--- src/rtl/dfswt_pkg.sv ---
// Shared types and constants for the DFSWT frame controller.
// State encoding, default sizes and saturating-count helper.
package dfswt_pkg;

  localparam int DEF_FRAME = 64;
  localparam int DEF_FBITS = 6;
  localparam int DEF_NBINS = 4;
  localparam int MAG_W     = 32;
  localparam int IDX_W     = 3;

  localparam logic [7:0] OVR_MAX = 8'hFF;

  typedef enum logic [2:0] {
    ST_CLEAR,
    ST_ACCUM,
    ST_SETTLE,
    ST_SCAN,
    ST_HOLD
  } state_t;

  function automatic logic [7:0] sat_inc(
    input logic [7:0] v
  );
    return (v == OVR_MAX) ? v : v + 8'd1;
  endfunction

endpackage

--- src/rtl/dfswt_peak_scan.sv ---
// Running unsigned maximum over a stream of bins.
// Ties keep the earlier (lower) index.
module dfswt_peak_scan
  import dfswt_pkg::*;
(
  input  logic             clock,
  input  logic             reset,
  input  logic             enable,
  input  logic             start,
  input  logic [MAG_W-1:0] bin,
  input  logic [IDX_W-1:0] index,
  output logic [MAG_W-1:0] max,
  output logic [IDX_W-1:0] argmax
);

  always_ff @(posedge clock or posedge reset) begin
    if (reset) begin
      max    <= '0;
      argmax <= '0;
    end else if (enable) begin
      if (start || (bin > max)) begin
        max    <= bin;
        argmax <= index;
      end
    end
  end

endmodule

--- src/rtl/dfswt_frame_ctrl.sv ---
// Frame sequencer for a sliding-window bank: clear, accumulate,
// settle, scan for the peak bin, then hold the result for handoff.
module dfswt_frame_ctrl
  import dfswt_pkg::*;
#(
  parameter int FRAME = DEF_FRAME,
  parameter int FBITS = DEF_FBITS,
  parameter int NBINS = DEF_NBINS
) (
  input  logic                   clock,
  input  logic                   reset,
  input  logic                   sample_valid,
  input  logic [15:0]            datain,
  input  logic [MAG_W*NBINS-1:0] magnitude,
  output logic                   stage_clear,
  output logic                   stage_enable,
  output logic [15:0]            stage_data,
  output logic                   result_valid,
  input  logic                   result_ready,
  output logic [2:0]             peak_bin,
  output logic [31:0]            peak_mag,
  output logic [7:0]             overrun
);

  localparam logic [FBITS-1:0] LAST_SMP =
    FBITS'(FRAME - 1);
  localparam logic [IDX_W-1:0] LAST_BIN =
    IDX_W'(NBINS - 1);

  state_t state;
  state_t state_n;

  logic [FBITS-1:0] frame_cnt;
  logic [IDX_W-1:0] scan_idx;
  logic             accept;
  logic             drop;
  logic             handoff;
  logic             scan_en;
  logic             scan_start;
  logic [MAG_W-1:0] bin_val;
  logic [MAG_W-1:0] run_max;
  logic [IDX_W-1:0] run_arg;
  logic [MAG_W-1:0] hold_mag;
  logic [IDX_W-1:0] hold_bin;
  logic             en_q;
  logic [15:0]      data_q;
  logic [7:0]       ovr_q;

  always_ff @(posedge clock or posedge reset) begin
    if (reset) begin
      state <= ST_CLEAR;
    end else begin
      state <= state_n;
    end
  end

  always_comb begin
    state_n = state;
    accept  = 1'b0;
    handoff = 1'b0;
    unique case (state)
      ST_CLEAR: begin
        state_n = ST_ACCUM;
      end
      ST_ACCUM: begin
        if (sample_valid) begin
          accept = 1'b1;
          if (frame_cnt == LAST_SMP) begin
            state_n = ST_SETTLE;
          end
        end
      end
      ST_SETTLE: begin
        state_n = ST_SCAN;
      end
      ST_SCAN: begin
        if (scan_idx == LAST_BIN) begin
          state_n = ST_HOLD;
        end
      end
      ST_HOLD: begin
        if (result_ready) begin
          handoff = 1'b1;
          state_n = ST_CLEAR;
        end
      end
      default: begin
        state_n = ST_CLEAR;
      end
    endcase
  end

  assign drop       = sample_valid && (state != ST_ACCUM);
  assign scan_en    = (state == ST_SCAN);
  assign scan_start = (scan_idx == '0);

  always_comb begin
    bin_val = '0;
    for (int k = 0; k < NBINS; k++) begin
      if (scan_idx == IDX_W'(k)) begin
        bin_val = magnitude[k*MAG_W +: MAG_W];
      end
    end
  end

  always_ff @(posedge clock or posedge reset) begin
    if (reset) begin
      frame_cnt <= '0;
      scan_idx  <= '0;
      en_q      <= 1'b0;
      data_q    <= '0;
      ovr_q     <= '0;
      hold_mag  <= '0;
      hold_bin  <= '0;
    end else begin
      en_q <= accept;
      if (accept) begin
        data_q    <= datain;
        frame_cnt <= frame_cnt + 1'b1;
      end
      if (state == ST_CLEAR) begin
        frame_cnt <= '0;
      end
      if (scan_en && (scan_idx != LAST_BIN)) begin
        scan_idx <= scan_idx + 1'b1;
      end else begin
        scan_idx <= '0;
      end
      if (drop) begin
        ovr_q <= sat_inc(ovr_q);
      end
      // Latch the delivered result so the next scan can't disturb it.
      if (handoff) begin
        hold_mag <= run_max;
        hold_bin <= run_arg;
      end
    end
  end

  dfswt_peak_scan u_scan (
    .clock  (clock),
    .reset  (reset),
    .enable (scan_en),
    .start  (scan_start),
    .bin    (bin_val),
    .index  (scan_idx),
    .max    (run_max),
    .argmax (run_arg)
  );

  assign stage_clear  = (state == ST_CLEAR);
  assign stage_enable = en_q;
  assign stage_data   = data_q;
  assign result_valid = (state == ST_HOLD);
  assign peak_mag     = result_valid ? run_max : hold_mag;
  assign peak_bin     = result_valid ? run_arg : hold_bin;
  assign overrun      = ovr_q;

endmodule

--- config.mk ---
export PLATFORM = sky130hd
export DESIGN_NAME = dfswt_frame_ctrl
export DESIGN_NICKNAME = d
export VERILOG_FILES = /design/src/rtl/dfswt_pkg.sv /design/src/rtl/dfswt_peak_scan.sv /design/src/rtl/dfswt_frame_ctrl.sv
export SDC_FILE = /design/constraint.sdc
export NUM_CORES = 1
export LEC_CHECK = 0
export ABC_AREA = 1
export BUFFER_PORTS_ARGS = -buffer_cell sky130_fd_sc_hd__buf_2
export CORE_MARGIN = 5
export CORE_UTILIZATION = 49
export CTS_CLUSTER_SIZE = 28
export DETAILED_ROUTE_END_ITERATION = 7
export PLACE_DENSITY = 0.8
export REMOVE_ABC_BUFFERS = 1
export SYNTH_ARGS = -nofsm -noshare
export SYNTH_HDL_FRONTEND = slang
export SYNTH_SLANG_ARGS = --single-unit
export TNS_END_PERCENT = 10
--- constraint.sdc ---
create_clock -name clock -period 5.7 [get_ports clock]
set_clock_uncertainty 0.1 [all_clocks]
set_input_delay 0.855 -clock clock [delete_from_list [all_inputs] [get_ports clock]]
set_output_delay 0.855 -clock clock [all_outputs]
set_load 0.02 [all_outputs]
# After elaboration in Yosys (flattened, before gate mapping)
# Cells that the tools add are included.
# totals
ff_bits	107
inputBits	148
memories	0
latch_bits	0
wordCells	57
ramBits	0
rom_bits	0
output_inout_bits	62
# classes
bitwise	1
multipliers	0
shifts	0
order_cmp	1
addsub	3
reduce_logical	9
eq_ne	15
div_mod_pow	0
muxes	18
# ops
operator	count
32-bit two-way mux	5
32-bit > comparator	1
3-bit two-way mux	6
3-bit one-hot mux with 5 select lines	1
3-bit by 2-bit equality test with 1-bit output, second input constant	4
6-bit two-way mux	2
8-bit by 1-bit adder with 8-bit output, second input constant	1
8-bit equality test, second input constant	1
6-bit by 1-bit adder with 6-bit output, second input constant	1
3-bit by 1-bit equality test with 1-bit output, second input constant	2
6-bit equality test, second input constant	1
3-bit logical NOT	2
1-bit two-way mux	4
2-bit by 1-bit inequality test with 1-bit output, second input constant	2
2-bit inequality test, second input constant	2
2-bit AND reduction	2
4-bit AND reduction	1
3-bit by 1-bit adder with 3-bit output, second input constant	1
3-bit equality test, second input constant	1
3-bit by 1-bit inequality test with 1-bit output, second input constant	1
3-bit by 2-bit inequality test with 1-bit output, second input constant	1
1-bit logical AND	2
2-bit nonzero test	1
1-bit logical OR	1
1-bit inverter	1

# Logic depth before layout (Yosys ltp)
# Gate-level depths: netlist of the first run.
# logic_depth
word_depth	8
ltp_mapped	27
mapped_depth_nobuf	25

# By module
# A second synthesis of the first run with hierarchy kept.
# hier_totals
hier_cells	1071
hier_area_um2	7493.4
# by_module_without_submodules
mod	seq_area_each_um2	instances	area_each_um2	cells_per_inst
dfswt_frame_ctrl	1801.7	1	5108.6	773
dfswt_peak_scan	875.8	1	2384.8	298

# Worst setup path before layout of the first run
# No wires, ideal clock.
# synth_path
path_kind	flip-flop to flip-flop
startpoint	reg scan_idx[0]
endpoint	reg u_scan.max[0]
period_less_slack_ns	2.868
path_stages_with_launch	20
t_arrival_ns	2.652
path_slack_ns	2.832
setup_ns	0.116
required_ns	5.484
path_buffers	2
path_cell_list	dfrtp_1 > ha_1 > ha_1 > inv_2 > clkbuf_1 > o21ai_0 > o21ai_0 > ha_1 > a21o_1 > nor2_1 > nand2_1 > nand2_1 > nand2_1 > nand2_1 > nand2_1 > nand2_2 > nand2_4 > buf_4 > nand3_1 > nand2_2
# synth_via
elab_chain_cells	8
word_cells_on_any_way	11
cone_classes	order compare (1); eq/ne (3); mux (4); reduce/logical (3)
# synth_lines
element	line	rtl
start, declared	dfswt_frame_ctrl.sv:34	logic [IDX_W-1:0] scan_idx;
start signal, assigned	dfswt_frame_ctrl.sv:125	scan_idx <= scan_idx + 1'b1;
3-bit logical NOT	dfswt_frame_ctrl.sv:100	if (scan_idx == IDX_W'(k)) begin
32-bit two-way mux (3 in series)	dfswt_frame_ctrl.sv:100	
32-bit two-way mux *	dfswt_frame_ctrl.sv:100	
via bin_val[7]	dfswt_frame_ctrl.sv:40	logic [MAG_W-1:0] bin_val;
32-bit > comparator *	dfswt_peak_scan.sv:21	if (start || (bin > max)) begin
1-bit logical OR *	dfswt_peak_scan.sv:21	
2-bit AND reduction (no line) *	-	
end signal, assigned	dfswt_peak_scan.sv:22	max <= bin;
end, declared	dfswt_peak_scan.sv:12	output logic [MAG_W-1:0] max,
# The timed path passes the listed nets; every way through them passes the cells marked *.
# A chain may end at the register's enable or synchronous reset.

# Final worst setup path of the first run
# layout_path
startpoint	reg scan_idx[0]
endpoint	reg u_scan.argmax[0]
# layout_via
elab_chain_cells	8
word_cells_on_any_way	11
cone_classes	order compare (1); eq/ne (3); mux (4); reduce/logical (3)
# layout_lines
element	line	rtl
3-bit logical NOT	dfswt_frame_ctrl.sv:100	
32-bit two-way mux (3 in series)	dfswt_frame_ctrl.sv:100	
32-bit two-way mux *	dfswt_frame_ctrl.sv:100	
via bin_val[23]	dfswt_frame_ctrl.sv:40	
32-bit > comparator *	dfswt_peak_scan.sv:21	
1-bit logical OR *	dfswt_peak_scan.sv:21	
2-bit AND reduction (no line) *	-	
end signal, assigned	dfswt_peak_scan.sv:23	argmax <= index;
end, declared	dfswt_peak_scan.sv:13	output logic [IDX_W-1:0] argmax
# Marked as above.

==> flow_summary.json, run 1 <==
{
  "p_seq_share_pct": 28.0,
  "yosys_register_bits": 107,
  "hold_buffers": 0,
  "fill_cells": 1252,
  "setup_tns_ns": 0,
  "synth_top_area_cell": "dfrtp_1",
  "die_y_um": 125,
  "worstPathRequired_ns": 5.84,
  "cts_setup_buffers": 0,
  "outcome": "complete, no violations",
  "intPower_mw": 2.25,
  "ir_drop_v": 0.000251,
  "yosys.area_share.adder_pct": 7.51,
  "grt_pass1_vias": 6209,
  "relSlewSlack_pct": 23.4,
  "cap_viol_max_count": 0,
  "clkLatencyLatePin_ns": 0.35,
  "crit_arrival_ns": 4.63,
  "endpoint_kind": "register",
  "drt_iter0_drc": 316,
  "grt_pass1_wl_um": 29800,
  "drc_errors": 0,
  "final_area_mm2": 0.00781,
  "nets": 1186,
  "dpl-instance-area_mm2": 0.00754,
  "clock_sinks": 107,
  "synth_top_family_by_area": "simple AND/OR/NAND/NOR gates",
  "gp_congestion": 0.867,
  "fin_cells": 1181,
  "ys_warn_count": 0,
  "layout-drive-gt1-share_pct": 31.5,
  "cts_tree": "built",
  "firstDrtPassIters": 5,
  "period_minus_slack_ns": 4.50,
  "timing.fmax_mhz": 222,
  "dp_hpwl_um": 12600,
  "synthTopCellsByArea": "dfrtp_1 (41%), nand2_1 (12%), o21ai_0 (9.2%)",
  "start_kind": "register",
  "core_mm2": 0.0131,
  "synth_edf_count": 0,
  "p_clk_share_pct": 13.0,
  "place_inst": 1164,
  "setup_viol": 0,
  "ios": 210,
  "whs_ns": 0.372,
  "path_class": "register to register",
  "p_sw_mw": 2.17,
  "routed_wl_um": 18100,
  "synthCells": 820,
  "post_cts_resized": 0,
  "wl_per_cell_um": 15.3,
  "synth-main-ff-cell": "dfrtp_1",
  "cts-htree-levels": 3,
  "yosysSeqAreaShare_pct": 41.2,
  "synth_compound_area_share_pct": 17.0,
  "yosysTopAreaCellShare_pct": 41.2,
  "switching_share_pct": 49.2,
  "die_w_um": 125,
  "worst_pin_slew_ns": 1.15,
  "vias": 6259,
  "clock_path_buffers": 2,
  "grt_overflow": 0,
  "syn2layout_area_growth_pct": 20.2,
  "synth_cell_type_count": 35,
  "leakage_nw": 4.07,
  "grt_util_all_layers_pct": 23.0,
  "drv_slew": 0,
  "hold_viol": 0,
  "cts.clk_slew.worst_paths_ns": 0.07,
  "ys_top_cells_by_count": "nand2_1 (213), o21ai_0 (120), dfrtp_1 (107)",
  "antenna_left": 0,
  "netlist_area_mm2": 0.00650,
  "synth_most_common_cell": "nand2_1",
  "rsz0062_at_grt": "false",
  "async_flop_share_pct": 100,
  "finalPower_mw": 4.42,
  "vias_per_cell": 5.30,
  "crit_fanout": 36,
  "cts_root_buffer": "clkbuf_16",
  "port_buffers": 209,
  "synth_mux_area_share_pct": 0,
  "pwr_density_cell_mw_per_mm2": 566,
  "fp.dieArea_mm2": 0.0157,
  "final.period_utilization_pct": 78.9,
  "combPwrFrac_pct": 59.0,
  "cts_buffers": 9,
  "synthXorXnorAreaFrac_pct": 1.08,
  "rows": 42,
  "hold_class": "register to register",
  "grt_max_degree": 73,
  "antenna_found_initial": 1,
  "start_util_pct": 49.5,
  "avgSynthCellArea_um2": 7.93,
  "synth-simple-area-share_pct": 25.4
}
## flip-flops by register name (all words and copies together) (netlist names)
signal / flops
u_scan.argmax: 3
hold_bin: 3
scan_idx: 3
hold_mag: 32
u_scan.max: 32
stage_data: 16
overrun: 8
stage_enable: 1
state: 3
frame_cnt: 6
## per-stage QoR
step,util (%),setup slack [ns]
2_1_floorplan,-,1.93
3_3_place_gp,57.4,1.35
3_5_place_dp,57.4,1.22
4_1_cts,59.4,1.21
5_1_grt,59.5,0.750
6_report,59.5,1.20
## per-layer routing
layer,vias to the layer above,global-route usage (%),share of wire (%),routed length [um]
li1,3094,-,-,-
met1,2901,29.4,44,7900
met2,234,37.5,46,8290
met3,30,6.14,7.7,1390
met4,0,8.80,2.6,470
met5,-,0,0,0
## path summary, 6_finish.rpt
| check | to | from | cells past startpoint | slack, ns |
|---|---|---|---|---|
| setup / recovery | u_scan.argmax[0] | scan_idx[0] | 18 | 1.20 |
| min in group asynchronous | stage_data[11] | reset | 2 | 0.58 |
| hold reg to reg | stage_data[9] | stage_data[9] | 2 | 0.37 |
| setup reg to reg | u_scan.argmax[0] | scan_idx[0] | 18 | 1.20 |
| max in group asynchronous | hold_mag[10] | reset | 3 | 3.87 |
| hold / removal | stage_data[9] | stage_data[9] | 2 | 0.37 |
## area by class of cell
cell class	instances	area (um^2)	share of cell area, %
flip-flops and latches	107	2680	34.3
multi-input cells	600	3320	42.4
clock inverters	4	27.5	0.352
repair buffers	212	1070	13.7
inverters	69	263	3.36
clock buffers	12	236	3.03
diodes	1	2.50	0.0320
well taps	176	220	2.82
## logic make-up (layout without fill, tap and decap cells)
family | after synthesis | in the layout
adder cells (fa/ha/maj) | 39 | 39
other | 0 | 1
AO/OA/AOI/OAI | 193 | 193
XOR/XNOR | 8 | 8
flip-flops | 107 | 107
AND/OR/NAND/NOR | 360 | 360
buffers and inverters | 113 | 297
## power by group through the flow
stage	combinational [mW]	clock [mW]	sequential (mW)
after CTS	2.63	0.594	1.24
final	2.61	0.576	1.24
after global routing	2.96	0.627	1.27
after floorplan	1.77	0	1.31
after global placement	2.53	0	1.24
after detailed placement	2.62	0	1.24
## cells in the final DEF (no fill, tap or decap), drive strengths merged, types with 7 or more instances in the layout
cell type / instances
nand2: 279
a21oi: 18
nor3: 7
o21ai: 135
nand3: 45
ha: 39
inv: 67
a221oi: 31
buf: 212
nor2: 23
clkbuf: 12
dfrtp: 107
## critical path: stages, from the launching register on
cell and delay [ns]:
dfrtp_1 0.41, inv_1 0.08, ha_1 0.21, nand2_2 0.51
inv_2 0.47, a221oi_1 0.42, o21ai_0 0.21, ha_1 0.36
nand2_1 0.08, nor2_2 0.15, nand4_1 0.13, nor2_2 0.14
nand2_1 0.07, nand2_1 0.07, nand2_2 0.06, nand2_4 0.34
nand2_8 0.33, nand2_1 0.14, nand2_1 0.06
Note: power is estimated with default switching activity, not from simulation.
==> run 2: changes to the inputs <==
Settings changed: ABC_AREA 1 to 0, CORE_UTILIZATION 49 to 46.
Clock period 5.7 ns to 3.8 ns, I/O delays scaled along.
==> flow_summary.json, run 2 <==
{
  "synthTopCellsByArea": "dfrtp_1 (43%), mux2_2 (16%), ha_1 (7.9%)",
  "port_buffers": 209,
  "grt_util_all_layers_pct": 19.6,
  "final_common_cell": "buf_2",
  "crit_fanout": 13,
  "synth-main-ff-cell": "dfrtp_1",
  "drt_iter0_drc": 184,
  "hold_viol": 0,
  "crit_top_cell": "buf_4",
  "clock_sinks": 107,
  "synth_most_common_cell": "dfrtp_1",
  "finalPower_mw": 4.08,
  "ys_top_cells_by_count": "dfrtp_1 (107), mux2_2 (91), nor2_1 (45)",
  "met1_length_um": 6970,
  "period_minus_slack_ns": 3.79,
  "start_util_pct": 46.9,
  "grt_overflow": 0,
  "synth_edf_count": 0,
  "slowest_delay_ns": 0.36,
  "rows": 42,
  "relSlewSlack_pct": 37.5,
  "setup_viol": 0,
  "diodes": 0,
  "endpoint_kind": "register",
  "fp.dieArea_mm2": 0.0159,
  "reg2reg_slack_ns": 0.008,
  "drv_slew": 0,
  "avgSynthCellArea_um2": 11.3,
  "rsz0062_at_grt": "true",
  "die_w_um": 126,
  "timing.fmax_mhz": 264,
  "grt_pass1_vias": 5233,
  "wl_met3_um": 963,
  "start_kind": "register",
  "syn2layout_area_growth_pct": 32.2,
  "antenna_left": 0,
  "clock_path_buffers": 2,
  "whs_ns": 0.284,
  "crit_arrival_ns": 3.93,
  "dp_hpwl_um": 12000,
  "wl_met2_um": 8030,
  "yosysTopAreaCellShare_pct": 43.1,
  "grt_pass1_wl_um": 25200,
  "vias_per_cell": 5.32,
  "synth_cell_type_count": 40,
  "wl_per_cell_um": 16.8,
  "core_mm2": 0.0132,
  "gp_congestion": 0.826,
  "ir_drop_v": 0.000260,
  "worstPathRequired_ns": 3.94,
  "antenna_found_initial": 0,
  "vias": 5118,
  "worst_pin_slew_ns": 0.938,
  "leakage_nw": 4.20,
  "layout_common_cells": "buf_2 (209), dfrtp_1 (107), mux2_2 (91), nor2_1 (42), inv_1 (37)",
  "highest_layer": "met4",
  "cap_viol_max_count": 0,
  "synthCells": 549,
  "pwr_density_cell_mw_per_mm2": 496,
  "critPathBufInv": 6,
  "firstDrtPassIters": 4,
  "outcome": "complete, no violations",
  "yosys_register_bits": 107,
  "cp_cell_sequence": "buf_4 -> inv_1 -> ha_1 -> a21o_1 -> buf_4 -> a221oi_1 -> nor2_1 -> ha_1 -> nand4_1 -> nor4_2 -> buf_4 -> nand2b_4 -> a311oi_2 -> a211oi_4 -> buf_4 -> buf_4 -> mux2_4",
  "synth_top_area_cell": "dfrtp_1",
  "cpLargestDelayFamily": "buffers and inverters",
  "drc_errors": 0,
  "cts-htree-levels": 3,
  "fill_cells": 1075,
  "die_y_um": 126,
  "clkLatencyLatePin_ns": 0.35,
  "grt_max_degree": 66,
  "nets": 968,
  "final.period_utilization_pct": 99.8,
  "path_class": "register to register",
  "cts_root_buffer": "clkbuf_16",
  "routed_wl_um": 16100,
  "netlist_area_mm2": 0.00622,
  "cts_buffers": 9,
  "hold_buffers": 0,
  "layout-drive-gt1-share_pct": 52.8,
  "async_flop_share_pct": 100,
  "cts_tree": "built",
  "critPathSlowestCell": "dfrtp_1",
  "ios": 210,
  "yosysSeqAreaShare_pct": 43.1,
  "cts.clk_slew.worst_paths_ns": 0.07,
  "hold_class": "input pin to async pin",
  "ys_warn_count": 0
}
-- run 2: what timing repair did --
| item | 4_1_cts | 5_1_grt |
|---|---|---|
| gates resized for setup | 2 | 33 |
| hold endpoints to repair | 0 | 0 |
| buffers inserted | 0 | 11 |
| pin swaps | 1 | 20 |
| cloned | 0 | 1 |
| endpoints found under the setup margin | 33 | 34 |
-- run 2: worst paths after layout --
path,end,cells after the start,startpoint
setup / recovery,u_scan.max[14],17,scan_idx[0]
hold / removal,frame_cnt[3],2,reset
setup reg to reg,u_scan.max[14],17,scan_idx[0]
hold reg to reg,overrun[5],1,overrun[5]
max in group asynchronous,u_scan.max[28],3,reset
min in group clock,state[2],2,result_ready
-- run 2: per-stage QoR --
step | setup slack, ns | std cells | setup TNS (ns) | cell area, um^2 | utilization, %
floorplan | -1.56 | 519 | -141.89 | 6080 | -
global placement | 0.0352 | 934 | 0 | 7620 | 57.5
detailed placement | -0.0391 | 934 | -0.464 | 7620 | 57.5
CTS | -0.0175 | 950 | -0.0517 | 7940 | 59.9
global route | -0.122 | 962 | -3.03 | 8220 | 62.1
finish | 0.00817 | 962 | 0 | 8220 | 62.1
-- run 2: metal layers --
metal  up-vias  track usage (%)
li1       2476                -
met1      2491             24.7
met2       137             33.8
met3        14             5.08
met4         0             4.54
met5         -                0
-- run 2: kinds of logic (layout without fill, tap and decap cells) --
family,count (synthesis),count (layout),share of synthesized area (%)
simple gates,96,96,7.15
xor+xnor,11,11,1.55
flops,107,107,43.1
compound gates,104,104,11.8
buf+inv,69,306,4.61
mux,123,123,24.0
fa+ha+maj,39,39,7.85
-- run 2: area by class of cell --
| cell class | count | area [um^2] | share of cell area [%] |
|---|---|---|---|
| clock inverter | 5 | 77.6 | 0.944 |
| timing repair buffer | 251 | 1450 | 17.6 |
| inverter | 39 | 149 | 1.81 |
| tap | 176 | 220 | 2.68 |
| clock buffer | 11 | 233 | 2.83 |
| multi-input combinational | 373 | 3420 | 41.6 |
| sequential | 107 | 2680 | 32.6 |
-- run 2: report_power, final --
part	internal (mW)	switching [mW]	total, mW
logic	0.832	0.787	1.62
registers	1.31	0.151	1.46
clock network	0.576	0.420	0.996
